==> src/rtl/regfile_pkg.sv <==
// Shared types and default geometry for the multi-port register file.
package regfile_pkg;

  localparam int unsigned RF_ADDR_W = 5;
  localparam int unsigned RF_DEPTH  = 32;
  localparam int unsigned RF_DATA_W = 32;

  typedef enum logic [0:0] {
    RF_INIT,
    RF_RUN
  } rf_state_e;

  typedef logic [RF_ADDR_W-1:0] rf_addr_t;
  typedef logic [RF_DATA_W-1:0] rf_data_t;

endpackage

==> src/rtl/regfile_scoreboard.sv <==
// Per-register busy bits: set on issue allocation, cleared on writeback, allocation wins.
module regfile_scoreboard
  import regfile_pkg::*;
#(
  parameter int unsigned ADDR_W = RF_ADDR_W,
  parameter int unsigned DEPTH  = RF_DEPTH,
  parameter int unsigned NUM_RD = 2
) (
  input  logic              clk_i,
  input  logic              rst_ni,
  input  logic              alloc_en_i,
  input  logic [ADDR_W-1:0] alloc_addr_i,
  input  logic              clr_en_i,
  input  logic [ADDR_W-1:0] clr_addr_i,
  input  logic [ADDR_W-1:0] lookup_addr_i [NUM_RD],
  output logic [NUM_RD-1:0] busy_o
);

  localparam logic [ADDR_W:0] DepthW = (ADDR_W + 1)'(DEPTH);

  logic [DEPTH-1:0] busy_q, busy_d;

  // Index 0 and indices beyond DEPTH never hold a busy bit.
  function automatic logic in_range(input logic [ADDR_W-1:0] addr);
    return (addr != '0) && ({1'b0, addr} < DepthW);
  endfunction

  always_comb begin
    busy_d = busy_q;
    if (clr_en_i && in_range(clr_addr_i)) begin
      busy_d[clr_addr_i] = 1'b0;
    end
    if (alloc_en_i && in_range(alloc_addr_i)) begin
      busy_d[alloc_addr_i] = 1'b1;
    end
  end

  always_ff @(posedge clk_i or negedge rst_ni) begin
    if (!rst_ni) begin
      busy_q <= '0;
    end else begin
      busy_q <= busy_d;
    end
  end

  always_comb begin
    busy_o = '0;
    for (int i = 0; i < int'(NUM_RD); i++) begin
      if (in_range(lookup_addr_i[i])) begin
        busy_o[i] = busy_q[lookup_addr_i[i]];
      end
    end
  end

endmodule

==> src/rtl/regfile_mp.sv <==
// Multi-read-port register file with WB bypass, busy scoreboard and sequential zero-init.
module regfile_mp
  import regfile_pkg::*;
#(
  parameter int unsigned ADDR_W = RF_ADDR_W,
  parameter int unsigned DEPTH  = RF_DEPTH,
  parameter int unsigned DATA_W = RF_DATA_W,
  parameter int unsigned NUM_RD = 2,
  parameter int unsigned BYPASS = 1
) (
  input  logic              clk_i,
  input  logic              rst_ni,
  input  logic [ADDR_W-1:0] rd_addr_i [NUM_RD],
  output logic [DATA_W-1:0] rd_data_o [NUM_RD],
  output logic [NUM_RD-1:0] rd_busy_o,
  input  logic              wr_en_i,
  input  logic [ADDR_W-1:0] wr_addr_i,
  input  logic [DATA_W-1:0] wr_data_i,
  input  logic              alloc_en_i,
  input  logic [ADDR_W-1:0] alloc_addr_i,
  output logic              ready_o
);

  localparam logic [ADDR_W:0]   DepthW  = (ADDR_W + 1)'(DEPTH);
  localparam logic [ADDR_W-1:0] LastIdx = ADDR_W'(DEPTH - 1);

  rf_state_e         state_q, state_d;
  logic [ADDR_W-1:0] cnt_q, cnt_d;
  logic [DATA_W-1:0] mem_q [DEPTH];

  logic              run;
  logic              wr_valid;
  logic              mem_we;
  logic [ADDR_W-1:0] mem_waddr;
  logic [DATA_W-1:0] mem_wdata;
  logic [NUM_RD-1:0] sb_busy;

  function automatic logic in_range(input logic [ADDR_W-1:0] addr);
    return (addr != '0) && ({1'b0, addr} < DepthW);
  endfunction

  assign run      = (state_q == RF_RUN);
  assign wr_valid = run && wr_en_i && in_range(wr_addr_i);
  assign ready_o  = run;

  always_comb begin
    state_d   = state_q;
    cnt_d     = cnt_q;
    mem_we    = 1'b0;
    mem_waddr = wr_addr_i;
    mem_wdata = wr_data_i;
    unique case (state_q)
      RF_INIT: begin
        mem_we    = 1'b1;
        mem_waddr = cnt_q;
        mem_wdata = '0;
        cnt_d     = cnt_q + ADDR_W'(1);
        if (cnt_q == LastIdx) begin
          state_d = RF_RUN;
        end
      end
      RF_RUN: begin
        mem_we = wr_valid;
      end
      default: state_d = RF_INIT;
    endcase
  end

  always_ff @(posedge clk_i or negedge rst_ni) begin
    if (!rst_ni) begin
      state_q <= RF_INIT;
      cnt_q   <= '0;
    end else begin
      state_q <= state_d;
      cnt_q   <= cnt_d;
    end
  end

  // No reset on storage so it can map onto RAM; INIT zeroes it instead.
  always_ff @(posedge clk_i) begin
    if (mem_we) begin
      mem_q[mem_waddr] <= mem_wdata;
    end
  end

  regfile_scoreboard #(
    .ADDR_W (ADDR_W),
    .DEPTH  (DEPTH),
    .NUM_RD (NUM_RD)
  ) u_scoreboard (
    .clk_i         (clk_i),
    .rst_ni        (rst_ni),
    .alloc_en_i    (run && alloc_en_i),
    .alloc_addr_i  (alloc_addr_i),
    .clr_en_i      (wr_valid),
    .clr_addr_i    (wr_addr_i),
    .lookup_addr_i (rd_addr_i),
    .busy_o        (sb_busy)
  );

  always_comb begin
    rd_busy_o = '0;
    for (int i = 0; i < int'(NUM_RD); i++) begin
      rd_data_o[i] = '0;
      if (run && in_range(rd_addr_i[i])) begin
        if ((BYPASS != 0) && wr_valid && (wr_addr_i == rd_addr_i[i])) begin
          rd_data_o[i] = wr_data_i;
        end else begin
          rd_data_o[i] = mem_q[rd_addr_i[i]];
          rd_busy_o[i] = sb_busy[i];
        end
      end
    end
  end

endmodule

==> config.mk <==
export PLATFORM = sky130hd
export DESIGN_NAME = regfile_mp
export DESIGN_NICKNAME = d
export VERILOG_FILES = /design/src/rtl/regfile_pkg.sv /design/src/rtl/regfile_scoreboard.sv /design/src/rtl/regfile_mp.sv
export SDC_FILE = /design/constraint.sdc
export NUM_CORES = 1
export LEC_CHECK = 0
export BUFFER_PORTS_ARGS = -buffer_cell sky130_fd_sc_hd__buf_4
export CAP_MARGIN = 20
export CELL_PAD_IN_SITES_DETAIL_PLACEMENT = 0
export CELL_PAD_IN_SITES_GLOBAL_PLACEMENT = 1
export CORE_ASPECT_RATIO = 0.9
export CORE_UTILIZATION = 40
export DETAILED_ROUTE_END_ITERATION = 6
export PLACE_DENSITY = 0.66
export SLEW_MARGIN = 20
export SYNTH_ARGS = -nofsm -noshare
export SYNTH_HDL_FRONTEND = slang
export SYNTH_SLANG_ARGS = --single-unit
==> constraint.sdc <==
create_clock -name clk_i -period 4.6 [get_ports clk_i]
set_clock_uncertainty 0.2 [all_clocks]
set_input_delay 0.92 -clock clk_i [delete_from_list [all_inputs] [get_ports clk_i]]
set_output_delay 0.92 -clock clk_i [all_outputs]
set_load 0.01 [all_outputs]
==> metrics.txt, run 1 <==
post-layout util=0.473; Post-synth EDFFs=1024; Tcrit/Tclk final=0.986; # port buffers=122; Power per Cell Area=373 nW/µm²; Cell variety after synth=49; largest net degree at the start of global routing=57; clock buffer depth=3; Final min period=4.53 ns; num ports=123; CP Data Arrival Time=3.41 ns; FF+latch count, synth=1062; Fin Setup TNS=0 ns; Syn Area/Cell=16.3 µm²; 1st-iter DRT viols=4696; # H-tree levels=3; CTS sink count=1062; sequential-to-total area share from yosys stat=0.619; Worst Tran Pin Value=1.09 ns; most common cell in the synthesized netlist=edfxtp_1; top-area cell type share of the netlist area=0.601; CP Class=in -> out; Final ANT Viol Nets=0; sw frac=0.246; worst path required time=3.48 ns; Layout Cells excl Fill=5182; Worst setup EP type=primary output; final cell area excluding filler cells=60000 µm²; Die X=379 µm; RSZ-0062 raised after global routing=no; total number of vias=34094; Pre-antenna DRT Iters=6; first-pass GRT wire length=267000 µm; count of final hold-check violations=0; nets=3442; Die Height=341 µm; core outline area=127000 µm²; worst hold path class=reg -> reg; Post-route DRC=0; sequential power share=0.478; Mapped Nets=3191; clk_lat worst skew=0.73 ns; CTS Buf Count=111; Syn-to-layout area delta=17.3%; Worst-path clk slew=0.06 ns; Slew Viols, Final=0; synthesized cell area=51200 µm²; setup slack, reg-to-reg=1.43 ns; multi-input logic area=18700 µm²; status=complete, no violations; FILL cells=10782; slew margin rel.=0.271; final setup fails=0; max_cap viols=0; die area=129000 µm²; FF/Latch Area=31700 µm²; Area after DPL=56400 µm²; synth top area cells=edfxtp_1, mux4_2, mux2i_1; grt ovf=0; LEAKAGE=0.0208 µW; routability cong.=0.906; Root Buffer=clkbuf_16; post-CTS setup buffers=0; Worst VDD drop=0.325 mV; Mapped Cells=3133; CTS tree=built; top_reg_cell synth=edfxtp_1; WL/cell=37.5 µm; cell total after placement=4971; drt total wl=194000 µm; Critical Path Source Type=input pin; f_max=0.221 GHz; DR vias/cell=6.58; GRT Overall Usage=0.298; CP Max Fanout=35; cell type with the largest total area after synthesis=edfxtp_1; clock share of power=0.409; Synth top cells by count=edfxtp_1, mux2i_1, mux4_2; Rows=124; layout cells sized above 1=0.271; internal cell power=16900 µW; antenna violations before repair=8; Net Sw Power=5490 µW; Comb pwr share=0.113; Starting Density=0.403; number of warning messages in the yosys log=0; vias in the first global route=33833; post-synthesis async set-or-reset flop share=0.0358; Final HPWL DP=123000 µm
[area by class of cell]
type	count	area share
Tap cell	1701	0.0354
Clock inverter	69	0.0118
Clock buffer	140	0.0489
Inverter	1	0.0000625
Sequential cell	1062	0.528
Antenna cell	1	0.0000417
Multi-Input combinational cell	1817	0.311
Timing Repair Buffer	391	0.0651
[logic make-up (layout without fill, tap and decap cells)]
group	after synthesis	count (layout)	share of synthesized area
adder cells (fa/ha/maj)	2	2	0.000489
AO/OA/AOI/OAI	577	577	0.0780
flip-flops	1062	1062	0.619
XOR/XNOR	13	13	0.00222
buffers and inverters	254	601	0.0238
AND/OR/NAND/NOR	330	330	0.0313
other	0	1	0
multiplexers	895	895	0.245
[stage by stage]
step	worst slack, ns	power [µW]	hold slack, ns
floorplan	0.859	12200	0.241
global placement	-0.0193	13300	0.207
detailed placement	-0.0229	13400	0.213
CTS	0.0270	22400	0.221
global route	0.0251	22800	0.238
finish	0.0653	22400	0.222
[layer usage]
metal / vias to the layer above / routed length [µm] / track usage
li1: 13457 / - / -
met1: 18092 / 77300 / 0.414
met2: 2168 / 88000 / 0.453
met3: 369 / 22000 / 0.0779
met4: 8 / 6870 / 0.101
met5: - / 59 / 0
[cell usage in the layout, fill, tap and decap left out, types with 54 or more instances in the layout]
| cell type | netlist | final |
|---|---|---|
| a21oi_1 | 135 | 135 |
| a22o_1 | 90 | 87 |
| a22oi_1 | 162 | 162 |
| buf_12 | 0 | 74 |
| buf_4 | 31 | 310 |
| clkbuf_16 | 0 | 112 |
| edfxtp_1 | 1024 | 1024 |
| mux2_2 | 54 | 54 |
| mux2i_1 | 560 | 560 |
| mux4_2 | 281 | 281 |
| nand2_1 | 102 | 102 |
| nand3_1 | 56 | 56 |
| o21ai_0 | 65 | 65 |
[worst paths after layout]
| kind | start | end | cells after the start |
|---|---|---|---|
| worst min register to register | u_scoreboard.busy_q[0] | u_scoreboard.busy_q[0] | 0 |
| max in group asynchronous | rst_ni | ready_o | 2 |
| min in group asynchronous | rst_ni | u_scoreboard.busy_q[8] | 2 |
| worst max-delay path | rd_addr_i[6] | rd_data_o[42] | 9 |
| worst min-delay path | u_scoreboard.busy_q[0] | u_scoreboard.busy_q[0] | 0 |
| worst max register to register | ready_o | mem_q[12][0] | 6 |
[power by group through the flow]
stage	combinational, µW	clock, µW	sequential, µW
after floorplan	1310	0	10900
after global routing	2600	9530	10700
after global placement	2440	0	10900
after detailed placement	2470	0	10900
final	2530	9140	10700
after CTS	2480	9210	10700
[worst max-delay path, cell delays in order]
cell and delay [ns]:
buf_8 0.27, buf_12 0.31, or3_1 0.35, buf_4 0.30, o22ai_1 0.13, buf_4 0.15, nor3_1 0.12, a22o_1 0.47
buf_4 0.22
[sequential cells by signal (all words and copies together) (netlist names)]
name	flops
ready_o	1
u_scoreboard.busy_q	32
cnt_q	5
mem_q	1024
[what timing repair did]
action | 4_1_cts | 5_1_grt
resized for setup | 1 | 3
cloned | 0 | 0
setup endpoints to repair | 1 | 4
pin swaps | 0 | 0
hold endpoints to repair | 38 | 0
hold buffers | 1 | 0
No activity file was read; power rests on OpenSTA's default activity.
==> run 2: changes to the inputs <==
CORE_ASPECT_RATIO = 1.2   (was 0.9)
REMOVE_ABC_BUFFERS = 1   (was not set)
==> metrics.txt, run 2 (synthesized netlist as in run 1, its figures left out) <==
first-pass GRT wire length=252000 µm; CTS Buf Count=107; # port buffers=122; WL/cell=35.0 µm; Power per Cell Area=369 nW/µm²; final setup fails=0; status=complete, but fails checks; post-CTS resize count=0; worst r2r dst=mem_q[17][15]; CTS sink count=1062; Starting Density=0.404; Tcrit/Tclk final=0.974; Worst VDD drop=0.297 mV; Final Power=22100 µW; Rows=143; clock buffer depth=3; largest net degree at the start of global routing=56; post-CTS setup buffers=0; post-layout util=0.471; FILL cells=10564; WHS Path Cells=0; die area=129000 µm²; Final HPWL DP=110000 µm; clk_lat worst skew=0.72 ns; f_max=0.223 GHz; RSZ-0062 raised after global routing=no; Worst-path clk slew=0.06 ns; worst r2r path cells=6; worst hold path class=reg -> reg; nets=3432; max FFs per register=1024; setup slack, reg-to-reg=1.03 ns; biggest regs=mem_q: 1024 flops, u_scoreboard.busy_q: 32 flops, cnt_q: 5 flops; vias in the first global route=33837; CTS tree=built; Syn-to-layout area delta=16.8%; CP Data Arrival Time=3.36 ns; num ports=123; # H-tree levels=3; Root Buffer=clkbuf_16; Die Height=394 µm; hold wc startpoint=u_scoreboard.busy_q[0]; grt ovf=0; worst r2r src=ready_o; Final min period=4.48 ns; Largest Register=mem_q; Post-route DRC=10; CP Max Fanout=30; 1st-iter DRT viols=3650; Pre-antenna DRT Iters=7; DR vias/cell=6.45; max_cap viols=0; antenna violations before repair=0; slew margin rel.=0.277; GRT Overall Usage=0.276; hold endpoint=u_scoreboard.busy_q[0]; Worst setup EP type=primary output; Critical Path Source Type=input pin; commonest non-fill, non-tap cells in the layout=edfxtp_1, mux2i_1, buf_4; Final ANT Viol Nets=0; final cell area excluding filler cells=59800 µm²; LEAKAGE=0.0207 µW; Area after DPL=56200 µm²; commonest non-fill, non-tap cell in the layout=edfxtp_1; routability cong.=0.837; Slew Viols, Final=0; layout cells sized above 1=0.270; CP Class=in -> out; Die X=329 µm; core outline area=127000 µm²; total number of vias=33137; failing checks=DRC; drt total wl=180000 µm; count of final hold-check violations=0; Worst Tran Pin Value=1.08 ns; worst path required time=3.48 ns
==> run 2: cell count changes in the layout (fill, tap and decap cells not counted), moves of 2 or more <==
| cell | delta |
|---|---|
| buf_4 | +5 |
| a22o_1 | +3 |
| clkbuf_1 | -7 |
| bufinv_16 | +2 |
| clkbuf_8 | -2 |
| clkinv_2 | +6 |
| clkinv_1 | -3 |
| a22o_2 | -3 |
| inv_6 | -2 |
| buf_12 | -11 |
| diode_2 | +2 |
==> run 2: worst max-delay path by stage <==
stage                       from       endpoint  slack [ns]  cells past startpoint
detailed placement  rd_addr_i[7]  rd_data_o[61]        0.15                      8
global route        rd_addr_i[7]  rd_data_o[61]        0.07                      8
finish              rd_addr_i[5]  rd_data_o[61]        0.12                      8
CTS                      ready_o  rd_data_o[19]         0.1                      4
global placement    rd_addr_i[7]  rd_data_o[61]        0.14                      8
floorplan           wr_addr_i[3]  rd_data_o[30]       -0.15                      5
==> run 2: final cells by class <==
type,count,area (µm²),share of cell area
Clock inverter,70,743,0.0124
Antenna cell,3,7.51,0.000126
Inverter,1,3.75,0.0000628
Sequential cell,1062,31700,0.530
Timing Repair Buffer,385,3730,0.0623
Tap cell,1667,2090,0.0349
Multi-Input combinational cell,1817,18600,0.312
Clock buffer,130,2860,0.0478
==> run 2: layer usage <==
layer / wire length, µm / GRT usage / vias up
li1: - / - / 13437
met1: 69900 / 0.363 / 17488
met2: 86900 / 0.450 / 1811
met3: 15700 / 0.0531 / 401
met4: 7180 / 0.109 / 0
met5: 0 / 0 / -
==> run 2: worst max-delay path, stage by stage <==
cell and delay, ns:
buf_8 0.18, buf_12 0.23, and2_2 0.34, a22oi_1 0.24
nand2_1 0.08, a221oi_1 0.86, a32o_1 0.29, buf_4 0.13
==> run 2: stage by stage <==
stage	setup TNS, ns	worst slack, ns	hold slack (ns)	cells
after detailed placement	0	0.147	0.187	4931
after global placement	0	0.136	0.181	4931
after CTS	0	0.0951	0.201	5132
final	0	0.122	0.212	5135
after floorplan	-0.160	-0.149	0.165	2880
after global routing	0	0.0694	0.221	5132
==> run 2: power breakdown <==
group | internal [µW] | total [µW] | switching [µW]
Clock | 5250 | 9060 | 3820
Sequential | 10700 | 10700 | 37.6
Combinational | 953 | 2320 | 1360
==> run 2: what timing repair did <==
| item | 4_1_cts | 5_1_grt |
|---|---|---|
| endpoints found under the setup margin | 0 | 0 |
| hold buffers | 1 | 0 |
| endpoints found under the hold margin | 38 | 0 |
